**src/rtl/fir_pkg.sv**
```systemverilog
// Shared defaults for the FIR output serializer: lane count, widths,
// quantisation shift and the saturation limits of the default output width.
package fir_pkg;

  localparam int DEF_LANES          = 3;
  localparam int DEF_DATA_IN_WIDTH  = 64;
  localparam int DEF_DATA_OUT_WIDTH = 16;
  localparam int DEF_SHIFT          = 23;

  // Clip limits for a DEF_DATA_OUT_WIDTH-bit signed sample.
  localparam logic signed [DEF_DATA_OUT_WIDTH-1:0] SAT_MAX =
    {1'b0, {(DEF_DATA_OUT_WIDTH-1){1'b1}}};
  localparam logic signed [DEF_DATA_OUT_WIDTH-1:0] SAT_MIN =
    {1'b1, {(DEF_DATA_OUT_WIDTH-1){1'b0}}};

  // Width of a counter that indexes 0..lanes-1 (at least one bit).
  function automatic int lane_cnt_width(input int lanes);
    return (lanes > 1) ? $clog2(lanes) : 1;
  endfunction

endpackage

```
**src/rtl/fir_quantize.sv**
```systemverilog
// Combinational quantiser: round-half-up right shift by SHIFT, computed one
// bit wider than the input so the rounding add never wraps.
// Saturation is compiled in only when FIR_SERIALIZER_SAT_EN is defined;
// otherwise the result is the two's-complement low bits and sat_o is 0.
module fir_quantize
  import fir_pkg::*;
#(
  parameter int DATA_IN_WIDTH  = DEF_DATA_IN_WIDTH,
  parameter int DATA_OUT_WIDTH = DEF_DATA_OUT_WIDTH,
  parameter int SHIFT          = DEF_SHIFT
) (
  input  logic [DATA_IN_WIDTH-1:0]  din_i,
  output logic [DATA_OUT_WIDTH-1:0] dout_o,
  output logic                      sat_o
);

  localparam int SW = DATA_IN_WIDTH + 1;
  localparam logic [SW-1:0] RND = SW'(1) << (SHIFT - 1);

  logic signed [SW-1:0] sum_w;
  logic signed [SW-1:0] r_w;

  assign sum_w = $signed({din_i[DATA_IN_WIDTH-1], din_i}) + $signed(RND);
  assign r_w   = sum_w >>> SHIFT;

`ifdef FIR_SERIALIZER_SAT_EN
  // Output range limits expressed at the wide rounding width.
  localparam logic signed [SW-1:0] R_MAX =
    {{(SW-DATA_OUT_WIDTH+1){1'b0}}, {(DATA_OUT_WIDTH-1){1'b1}}};
  localparam logic signed [SW-1:0] R_MIN = ~R_MAX;

  // Clip the rounded value into the signed output range and flag it.
  always_comb begin
    dout_o = r_w[DATA_OUT_WIDTH-1:0];
    sat_o  = 1'b0;
    if (r_w > R_MAX) begin
      dout_o = R_MAX[DATA_OUT_WIDTH-1:0];
      sat_o  = 1'b1;
    end else if (r_w < R_MIN) begin
      dout_o = R_MIN[DATA_OUT_WIDTH-1:0];
      sat_o  = 1'b1;
    end
  end
`else
  // Upper bits are intentionally dropped: the sample wraps.
  logic unused_hi;
  assign unused_hi = ^r_w[SW-1:DATA_OUT_WIDTH];
  assign dout_o    = r_w[DATA_OUT_WIDTH-1:0];
  assign sat_o     = 1'b0;
`endif

endmodule

```
**src/rtl/fir_l3_serializer.sv**
```systemverilog
// Parallel-to-serial converter for a multi-lane FIR: holds one accepted
// LANES-wide word and emits one quantised sample per cycle, lane 0 first,
// with a ready/valid handshake on both sides. A new word is accepted in the
// same cycle the last lane is emitted, so back-to-back words stream without
// bubbles. Optional saturation: define FIR_SERIALIZER_SAT_EN.
module fir_l3_serializer
  import fir_pkg::*;
#(
  parameter int LANES          = DEF_LANES,
  parameter int DATA_IN_WIDTH  = DEF_DATA_IN_WIDTH,
  parameter int DATA_OUT_WIDTH = DEF_DATA_OUT_WIDTH,
  parameter int SHIFT          = DEF_SHIFT
) (
  input  logic                              clk,
  input  logic                              reset,
  input  logic                              in_valid,
  output logic                              in_ready,
  input  logic [LANES*DATA_IN_WIDTH-1:0]    in_data,
  output logic                              out_valid,
  input  logic                              out_ready,
  output logic [DATA_OUT_WIDTH-1:0]         out_data,
  output logic                              sat_flag
);

  localparam int LCW = lane_cnt_width(LANES);
  localparam logic [LCW-1:0] LAST_LANE = LCW'(LANES - 1);

  logic [LANES*DATA_IN_WIDTH-1:0] hold_q, hold_d;
  logic                           hold_valid_q, hold_valid_d;
  logic [LCW-1:0]                 lane_cnt_q, lane_cnt_d;
  logic                           out_valid_q, out_valid_d;
  logic [DATA_OUT_WIDTH-1:0]      out_data_q, out_data_d;
  logic                           sat_q, sat_d;

  logic                           advance;
  logic                           last_lane;
  logic                           accept;
  logic [DATA_IN_WIDTH-1:0]       lane_w [LANES];
  logic [DATA_OUT_WIDTH-1:0]      q_data;
  logic                           q_sat;

  // Split the holding register into per-lane words for the lane mux.
  genvar gi;
  generate
    for (gi = 0; gi < LANES; gi++) begin : g_lane
      assign lane_w[gi] = hold_q[gi*DATA_IN_WIDTH +: DATA_IN_WIDTH];
    end
  endgenerate

  // The output register may load when empty or being consumed this cycle.
  assign advance   = !out_valid_q || out_ready;
  assign last_lane = (lane_cnt_q == LAST_LANE);
  assign in_ready  = !hold_valid_q || (last_lane && advance);
  assign accept    = in_valid && in_ready;

  fir_quantize #(
    .DATA_IN_WIDTH (DATA_IN_WIDTH),
    .DATA_OUT_WIDTH(DATA_OUT_WIDTH),
    .SHIFT         (SHIFT)
  ) u_quantize (
    .din_i (lane_w[lane_cnt_q]),
    .dout_o(q_data),
    .sat_o (q_sat)
  );

  // Next-state: emit the selected lane, step the lane counter, load new words.
  always_comb begin
    hold_d       = hold_q;
    hold_valid_d = hold_valid_q;
    lane_cnt_d   = lane_cnt_q;
    out_valid_d  = out_valid_q;
    out_data_d   = out_data_q;
    sat_d        = sat_q;

    if (advance) begin
      if (hold_valid_q) begin
        out_valid_d = 1'b1;
        out_data_d  = q_data;
        sat_d       = q_sat;
      end else begin
        out_valid_d = 1'b0;
      end
    end

    // A new word always restarts at lane 0; this also covers the
    // last-lane/accept overlap that keeps the stream gap-free.
    if (accept) begin
      hold_d       = in_data;
      hold_valid_d = 1'b1;
      lane_cnt_d   = '0;
    end else if (advance && hold_valid_q) begin
      if (last_lane) begin
        hold_valid_d = 1'b0;
        lane_cnt_d   = '0;
      end else begin
        lane_cnt_d = lane_cnt_q + LCW'(1);
      end
    end
  end

  // Control and output registers; reset discards any partially sent word.
  always_ff @(posedge clk) begin
    if (reset) begin
      hold_valid_q <= 1'b0;
      lane_cnt_q   <= '0;
      out_valid_q  <= 1'b0;
      out_data_q   <= '0;
      sat_q        <= 1'b0;
    end else begin
      hold_valid_q <= hold_valid_d;
      lane_cnt_q   <= lane_cnt_d;
      out_valid_q  <= out_valid_d;
      out_data_q   <= out_data_d;
      sat_q        <= sat_d;
    end
  end

  // Lane data needs no reset; it is only read while hold_valid_q is set.
  always_ff @(posedge clk) begin
    hold_q <= hold_d;
  end

  assign out_valid = out_valid_q;
  assign out_data  = out_data_q;
  assign sat_flag  = sat_q;

endmodule
```
**config.mk**
```make
export PLATFORM = sky130hd
export DESIGN_NAME = fir_l3_serializer
export DESIGN_NICKNAME = d
export VERILOG_FILES = /design/src/rtl/fir_pkg.sv /design/src/rtl/fir_quantize.sv /design/src/rtl/fir_l3_serializer.sv
export SDC_FILE = /design/constraint.sdc
export NUM_CORES = 1
export LEC_CHECK = 0
export CAP_MARGIN = 20
export CORE_MARGIN = 3
export CORE_UTILIZATION = 25
export DETAILED_ROUTE_END_ITERATION = 10
export SLEW_MARGIN = 20
export SYNTH_ARGS = -nofsm -noshare
export SYNTH_HDL_FRONTEND = slang
export SYNTH_SLANG_ARGS = --single-unit
```
**constraint.sdc**
```tcl
create_clock -name clk -period 4.8 [get_ports clk]
set_input_delay 0.72 -clock clk [delete_from_list [all_inputs] [get_ports clk]]
set_output_delay 0.72 -clock clk [all_outputs]
set_load 0.02 [all_outputs]
```
==> metrics, run 1 <==
vias in the first global route 2093; CTS root buffer clkbuf_16; MaxCap Viol Count 0; Slew headroom 0.525; die width 117 um; hold crit path type flop to flop; Total Routing Usage GR 0.105; Placed Instance Area 3910 um^2; Setup-failing EPs final 0; die area 13600 um^2; pre-CTS setup slack 1.89 ns; Worst Path Arrival 2.21 ns; I/O pins 215; final hold slack 0.454 ns; Peak Freq 342 MHz; clk sinks 71; synthesized cell area 3050 um^2; area grow syn2layout 40.1%; DP Wirelength 4960 um; Post-Synthesis Cells 239; Core ar. 11700 um^2; CTS Hold Bufs 0; startpoint types flop; Initial Util 0.262; mux contribution to synthesized area 0.0590; Final Cycle Share 0.610; Post-synth ARST share 0; Rows 39; syn avg cell area 12.8 um^2; Final Non-Filler Cells 461; grt met1 use 0.139; gpl congestion 0.741; area leader, netlist edfxtp_1; CTS tree built; vias per cell 4.61; CTS buffer count 9; unrepaired setup endpoints after global routing no; final net count 510; Fin. Hold Viols 0; clk buf depth 2; Placed Cells 445; footprint of the multi-input gates 1030 um^2; DR vias 2123; Slew @ Worst Pin 0.710 ns; DRT iter0 DRCs 74; XOR/XNOR share of the synthesized area 0.0172; Seq cells post-synth 71; H-tree depth 3; Final WS setup 1.87 ns; min Tclk post-route 2.93 ns; Compound-Gate Fraction of Synth Area 0.114; simple-gate share of the synthesized area 0.139; fin. max-slew vios 0; Remaining DRCs 0; Leak 1.42 nW; final core occ 0.367; grt peak-use layer met2; largest net degree at the start of global routing 54; GR Util met3 0.0269; routing usage on met2 0.161; VDD IR-drop max 0.178 mV; layout cells sized above 1 0.104; Register Area 1930 um^2; # port buffers 72; post-synth top area share 0.501; Synth Warn # 0; Mapped Nets 436; outcome completed; Final Skew 0.00840 ns; Cell variety after synth 40; cell area power density 401 nW/um^2; CP Capture Type primary output; CP Data Required Time 4.08 ns; # fillers 1123; post-synthesis sequential area ratio 0.633; main combinational cell family by area after synthesis simple AND/OR/NAND/NOR gates; initial antenna violation count 0; crit path kind flop to primary output; post-CTS setup buffers 0; ranking of synthesized cells by area edfxtp_1 (50%), dfxtp_1 (13%), mux2i_1 (5.9%); fin area 4280 um^2; antenna viol nets, final 0; Reg clk slew, reported paths 0.05 ns; Initial DRT Pass Iterations 4; post-synthesis adder-cell area fraction 0.00410; Wirelength per Cell 15.4 um; die height 117 um; EDFF count, synth 51; Top FF cell, synth edfxtp_1; Final Power 1.72 mW; final WL 7110 um; n_diodes 0; Crit Path Max Fanout 22; Setup TNS Final 0 ns; PostCTS Resize Cnt 0; total grt overflow 0; worst skew pair latency 0.33 ns; global-route wire length before repair 10700 um
-- cells by family (layout without fill, tap and decap cells) --
family / Yosys count / count (layout)
AND/OR/NAND/NOR: 78 / 78
flip-flops: 71 / 71
AO/OA/AOI/OAI: 48 / 48
multiplexers: 18 / 18
buffers and inverters: 16 / 95
XOR/XNOR: 6 / 6
adder cells (fa/ha/maj): 1 / 1
other: 1 / 1
-- flip-flops by register name, summed over array words and instances, names as in the netlist --
register / cells
lane_cnt_q: 2
hold_q: 51
out_valid: 1
hold_valid_q: 1
out_data: 16
-- synth_stat cells (3+ instances only) --
cell       number
a21oi_1        19
buf_6           3
clkbuf_1        7
dfxtp_1        20
edfxtp_1       51
inv_1           3
mux2i_1        18
nand2_1        22
nand3_1         3
nand3b_1       10
nand4_1         4
nor2_1         13
nor3_1         10
o21ai_0         7
o2bb2ai_1       8
o2bb2ai_2       5
xnor2_1         6
-- power by group --
group / internal (mW) / total, mW / switching [mW]
Clock: 0.561 / 0.809 / 0.248
Combinational: 0.0919 / 0.194 / 0.102
Sequential: 0.699 / 0.712 / 0.0132
Total: 1.35 / 1.72 / 0.363
-- critical path, cell delays in order (launching register included) --
cell and delay (ns):
dfxtp_1 0.29, buf_4 0.25, and2b_1 0.42, nand2_1 0.17, nand2_1 0.13, clkdlybuf4s50_1 0.62
-- worst paths after layout --
check	slack [ns]	endpoint	cells past startpoint	start
setup / recovery	1.87	in_ready	5	lane_cnt_q[0]
hold / removal	0.45	out_data[5]	2	out_data[5]
setup reg to reg	1.98	out_data[11]	9	lane_cnt_q[0]
hold reg to reg	0.45	out_data[5]	2	out_data[5]
-- placed cells by master (no fill, tap or decap), types with 2 or more instances in the layout --
master,n
dfxtp_1,20
o21ai_0,7
clkdlybuf4s50_1,72
and2_1,2
nand3b_1,10
o2bb2ai_2,5
inv_1,3
bufinv_16,4
nor2_1,13
o21ai_1,2
edfxtp_1,51
or3_1,2
nand4_1,4
buf_4,4
a21oi_1,18
nand2_1,22
nand2_2,2
mux2i_1,18
clkbuf_16,9
nor3_1,10
nand2b_1,2
o2bb2ai_1,8
nand3_1,3
clkinv_4,2
nor3b_1,2
xnor2_1,6
a311o_1,2
-- per-layer routing --
metal | share of wire | wire length (um) | vias to the layer above
met2 | 0.45 | 3230 | 86
met1 | 0.46 | 3300 | 985
met4 | 0.015 | 108 | 0
li1 | - | - | 1042
met5 | 0 | 0 | -
met3 | 0.067 | 476 | 10
-- final cells by class --
| type | count | share of cell area |
|---|---|---|
| clock buffers | 9 | 0.0526 |
| multi-input cells | 152 | 0.242 |
| inverters | 3 | 0.00263 |
| well taps | 143 | 0.0418 |
| flip-flops and latches | 71 | 0.452 |
| repair buffers | 76 | 0.175 |
| clock inverters | 7 | 0.0339 |
(Power assumes the default switching activity.)
==> inputs of run 2 (changes only) <==
Clock period 4.8 ns to 2.34 ns, I/O delays scaled along.
==> run 2 against run 1 <==
  * Count of clock-buffer cells in the layout is 2 higher
  * Hold slack worse by 0.00090 ns
  * Wire length is 0.80% higher
  * Register-to-register slack worse by 1.8 ns
  * Critical path type is now flop to flop
  * Critical endpoint is now out_data[14]
==> metrics, run 2 (synthesized netlist as in run 1, its figures left out) <==
Final Skew 0.00386 ns (-0.00455 ns); Remaining DRCs 0 (unchanged); die height 117 um (unchanged); I/O pins 215 (unchanged); routing usage on met2 0.161 (-0.000381); DRT iter0 DRCs 92 (+24%); Setup-failing EPs final 0 (unchanged); DR vias 2224 (+4.8%); crit path cell chain and2b_1 > buf_4 > buf_4 > o2bb2ai_1 > nand4_1 > nor3_2 > a211oi_1 > a311o_1; Wirelength per Cell 14.7 um (-4.6%); most frequent cells in the layout clkdlybuf4s50_1 (71), edfxtp_1 (51), buf_4 (26); outcome completed; clk sinks 71 (unchanged); die width 117 um (unchanged); Final WS setup 0.196 ns (-1.68 ns); CP Capture Type flop; worst skew pair latency 0.33 ns (about the same); Worst path max stage delay 0.34 ns (-0.28 ns); # fillers 1095 (-2.5%); layout cells sized above 1 0.169 (+0.0648); CTS buffer count 9 (unchanged); startpoint types flop; VDD IR-drop max 0.281 mV (+57%); total grt overflow 0 (unchanged); hold crit path type flop to flop; fin. max-slew vios 0 (unchanged); global-route wire length before repair 11200 um (+5.0%); Core ar. 11700 um^2 (unchanged); PostCTS Resize Cnt 0 (unchanged); Rows 39 (unchanged); grt met1 use 0.150 (+0.0110); Peak Freq 466 MHz; CTS tree built; initial antenna violation count 0 (unchanged); unrepaired setup endpoints after global routing no; CTS root buffer clkbuf_16; pre-CTS setup slack 0.139 ns (-1.75 ns); Total Routing Usage GR 0.109 (+0.00423); most used cell, CP buf_4; Slowest-stage cell, CP dfxtp_1; # port buffers 72 (unchanged); clk buf depth 2 (unchanged); final WL 7170 um (+0.80%); CP Data Required Time 2.55 ns (-1.53 ns); Fin. Hold Viols 0 (unchanged); post-CTS setup buffers 0 (unchanged); die area 13600 um^2 (unchanged); DP Wirelength 5330 um (+7.5%); Initial DRT Pass Iterations 4 (unchanged); gpl congestion 0.784 (+5.7%); MaxCap Viol Count 0 (unchanged); crit path kind flop to flop; Crit Path Max Fanout 8 (-64%); GR Util met3 0.0264 (-0.000518); n_diodes 0 (unchanged); Largest register FFs 51 (unchanged); cell area power density 741 nW/um^2 (+85%); Reg clk slew, reported paths 0.05 ns (about the same); vias in the first global route 2247 (+7.4%); Largest Register hold_q; Final Cycle Share 0.916; Worst Path Arrival 2.36 ns (+0.15 ns); largest net degree at the start of global routing 32 (-41%); antenna viol nets, final 0 (unchanged); Initial Util 0.262 (unchanged); Leak 1.55 nW (+8.7%); area grow syn2layout 46.6%; H-tree depth 3 (unchanged); grt peak-use layer met2; vias per cell 4.57 (-0.84%); min Tclk post-route 2.14 ns; CTS Hold Bufs 0 (unchanged); Setup TNS Final 0 ns (unchanged); commonest non-fill, non-tap cell in the layout clkdlybuf4s50_1; final net count 536 (+5.1%)
## run 2: final timing paths
path / end / cells past startpoint / startpoint / slack, ns
worst max register to register: out_data[14] / 8 / lane_cnt_q[0] / 0.20
worst min-delay path: out_data[2] / 2 / out_data[2] / 0.45
worst max-delay path: out_data[14] / 8 / lane_cnt_q[0] / 0.20
worst min register to register: out_data[2] / 2 / out_data[2] / 0.45
## run 2: metrics by stage
step / power, mW / util / std cells / hold slack [ns] / instance area [um^2]
4_1_cts: 3.36 / 0.382 / 487 / 0.455 / 4460
3_3_place_gp: 1.93 / 0.356 / 471 / 0.446 / 4150
5_1_grt: 3.47 / 0.384 / 487 / 0.467 / 4480
2_1_floorplan: 1.70 / - / 239 / 0.450 / 3070
6_report: 3.32 / 0.384 / 487 / 0.453 / 4480
3_5_place_dp: 1.94 / 0.356 / 471 / 0.446 / 4150
## run 2: power breakdown
group	switching, mW	internal, mW	total, mW
Combinational	0.215	0.234	0.449
Clock	0.482	0.924	1.41
Sequential	0.0291	1.43	1.46
Total	0.726	2.59	3.32
## run 2: metal layers
metal / part of all wire / up-vias / wire (um)
met2: 0.44 / 68 / 3130
li1: - / 1095 / -
met5: 0 / - / 0
met3: 0.066 / 13 / 472
met4: 0.020 / 0 / 146
met1: 0.48 / 1048 / 3420
## run 2: worst max-delay path, delay by kind of cell (launching register included)
kind	cells	cell delay, ns
AO/OA/AOI/OAI	3	0.55
AND/OR/NAND/NOR	3	0.76
buffers and inverters	2	0.39
flip-flops	1	0.34
## run 2: cell type report
type | instances | area (um^2) | share of cell area
multi-input cells | 152 | 1050 | 0.235
inverters | 3 | 11.3 | 0.00251
repair buffers | 102 | 998 | 0.223
clock buffers | 11 | 233 | 0.0520
clock inverters | 5 | 72.6 | 0.0162
flip-flops and latches | 71 | 1930 | 0.431
well taps | 143 | 179 | 0.0400
==> inputs of run 3 (changes only) <==
Settings changed: TNS_END_PERCENT from default to 1.
Clock period 2.34 ns to 2.25 ns, I/O delays scaled along.
==> run 3 against run 2 <==
  * Sequential share of layout area is 0.39 points higher
  * Setup slack worse by 0.071 ns
  * Clock power hardly changed
  * First-iteration DRC count is 3.3% lower
  * Critical path type unchanged
  * Highest routed layer unchanged
==> metrics, run 3 (synthesized netlist as in run 1, its figures left out) <==
cell area power density 761 nW/um^2 (+2.7%); antenna viol nets, final 0 (unchanged); final net count 532 (-0.75%); most frequent cells in the layout clkdlybuf4s50_1 (71), edfxtp_1 (51), buf_4 (23); total grt overflow 0 (unchanged); Remaining DRCs 0 (unchanged); Crit. Startpoint lane_cnt_q[0]; R2R setup slack 0.13 ns (-0.07 ns); DRT iter0 DRCs 89 (-3.3%); Core ar. 11700 um^2 (unchanged); DP Wirelength 5260 um (-1.3%); H-tree depth 3 (unchanged); I/O pins 215 (unchanged); global-route wire length before repair 10900 um (-3.2%); final hold slack 0.455 ns (+0.00143 ns); Setup TNS Final 0 ns (unchanged); min Tclk post-route 2.12 ns (-0.0190 ns); VDD IR-drop max 0.270 mV (-3.7%); CTS tree built; CTS root buffer clkbuf_16; Initial Util 0.262 (unchanged); Largest Register hold_q; n_diodes 0 (unchanged); MaxCap Viol Count 0 (unchanged); final WL 7180 um (about the same); die area 13600 um^2 (unchanged); Final Cycle Share 0.944 (+0.0282); largest net degree at the start of global routing 54 (+69%); CTS Hold Bufs 0 (unchanged); reg-to-reg endpoint out_data[14]; die width 117 um (unchanged); Final WS setup 0.125 ns (-0.0710 ns); worst skew pair latency 0.33 ns (about the same); Wirelength per Cell 14.9 um (+0.91%); Rows 39 (unchanged); outcome completed; Setup-failing EPs final 0 (unchanged); Worst R2R Start lane_cnt_q[0]; Total Routing Usage GR 0.106 (-0.00328); unrepaired setup endpoints after global routing no; Reg2Reg Depth 8 (unchanged); vias in the first global route 2210 (-1.6%); crit path kind flop to flop; area grow syn2layout 45.4%; pre-CTS setup slack 0.0263 ns (-0.112 ns); CP Capture Type flop; Critical Path Sink out_data[14]; die height 117 um (unchanged); CTS buffer count 9 (unchanged); CP Data Required Time 2.46 ns (-0.09 ns); # port buffers 72 (unchanged); Initial DRT Pass Iterations 4 (unchanged); layout cells sized above 1 0.185 (+0.0167); initial antenna violation count 0 (unchanged); clk buf depth 2 (unchanged); Reg clk slew, reported paths 0.06 ns (about the same); fin. max-slew vios 0 (unchanged); clk sinks 71 (unchanged); gpl congestion 0.773 (-1.4%); startpoint types flop; vias per cell 4.51 (-1.2%); Leak 1.51 nW (-2.6%); Final Skew 0.00630 ns (+0.00245 ns); commonest non-fill, non-tap cell in the layout clkdlybuf4s50_1; Worst Path Arrival 2.34 ns (-0.02 ns); Peak Freq 471 MHz (+0.89%); Largest register FFs 51 (unchanged); Crit Path Max Fanout 8 (unchanged); Fin. Hold Viols 0 (unchanged); hold crit path type flop to flop; DR vias 2179 (-2.0%)
## run 3: cell count changes in the layout (fill, tap and decap cells not counted), moves of 2 or more
cell	delta
clkbuf_1	-2
buf_4	-3
o2bb2ai_1	-3
o2bb2ai_2	+3
buf_12	-2
clkinvlp_4	+4
## run 3: layout make-up
class,count,area [um^2]
fill,1132,7220
sequential,71,1930
multi-input combinational,152,1080
timing repair buffer,98,943
clock buffer,9,225
tap,143,179
clock inverter,7,72.6
inverter,3,11.3
## run 3: repair_timing
| action | 4_1_cts | 5_1_grt |
|---|---|---|
| gates resized for setup | 2 | 7 |
| buffers inserted | 0 | 0 |
| setup endpoints to repair | 1 | 6 |
| cloned | 0 | 0 |
## run 3: how the worst min path moves through the flow
stage | start | depth (start not counted) | end | slack, ns
finish | out_data[3] | 2 | out_data[3] | 0.45
floorplan | in_data[100] | 0 | hold_q[100] | 0.44
detailed placement | out_data[3] | 2 | out_data[3] | 0.45
global route | out_data[1] | 2 | out_data[1] | 0.48
global placement | out_data[5] | 2 | out_data[5] | 0.44
CTS | out_data[3] | 2 | out_data[3] | 0.45
## run 3: per-stage QoR
step	util	total power [mW]	cells	area (um^2)
after global placement	0.352	1.99	467	4100
after global routing	0.381	3.51	483	4440
final	0.381	3.38	483	4440
after floorplan	-	1.76	239	3070
after detailed placement	0.352	2.00	467	4100
after CTS	0.377	3.42	483	4400
## run 3: routing by layer
| layer | GRT usage | up-vias | share of wire |
|---|---|---|---|
| met4 | 0.0520 | 0 | 0.012 |
| met2 | 0.163 | 74 | 0.45 |
| met1 | 0.140 | 1014 | 0.48 |
| li1 | - | 1084 | - |
| met5 | 0 | - | 0 |
| met3 | 0.0249 | 7 | 0.062 |
## run 3: critical path, cell delays in order, from the launching register on
cell and delay (ns):
dfxtp_1 0.33, and2b_2 0.34, buf_4 0.17, o2bb2ai_2 0.14, nand2_1 0.19, nor4_4 0.28
buf_4 0.20, a211oi_1 0.08, a311o_1 0.28
## run 3: power by group
group          switching, mW  internal, mW  total [mW]
clock network          0.543         0.857        1.40
registers             0.0315          1.49        1.52
logic                  0.224         0.232       0.456
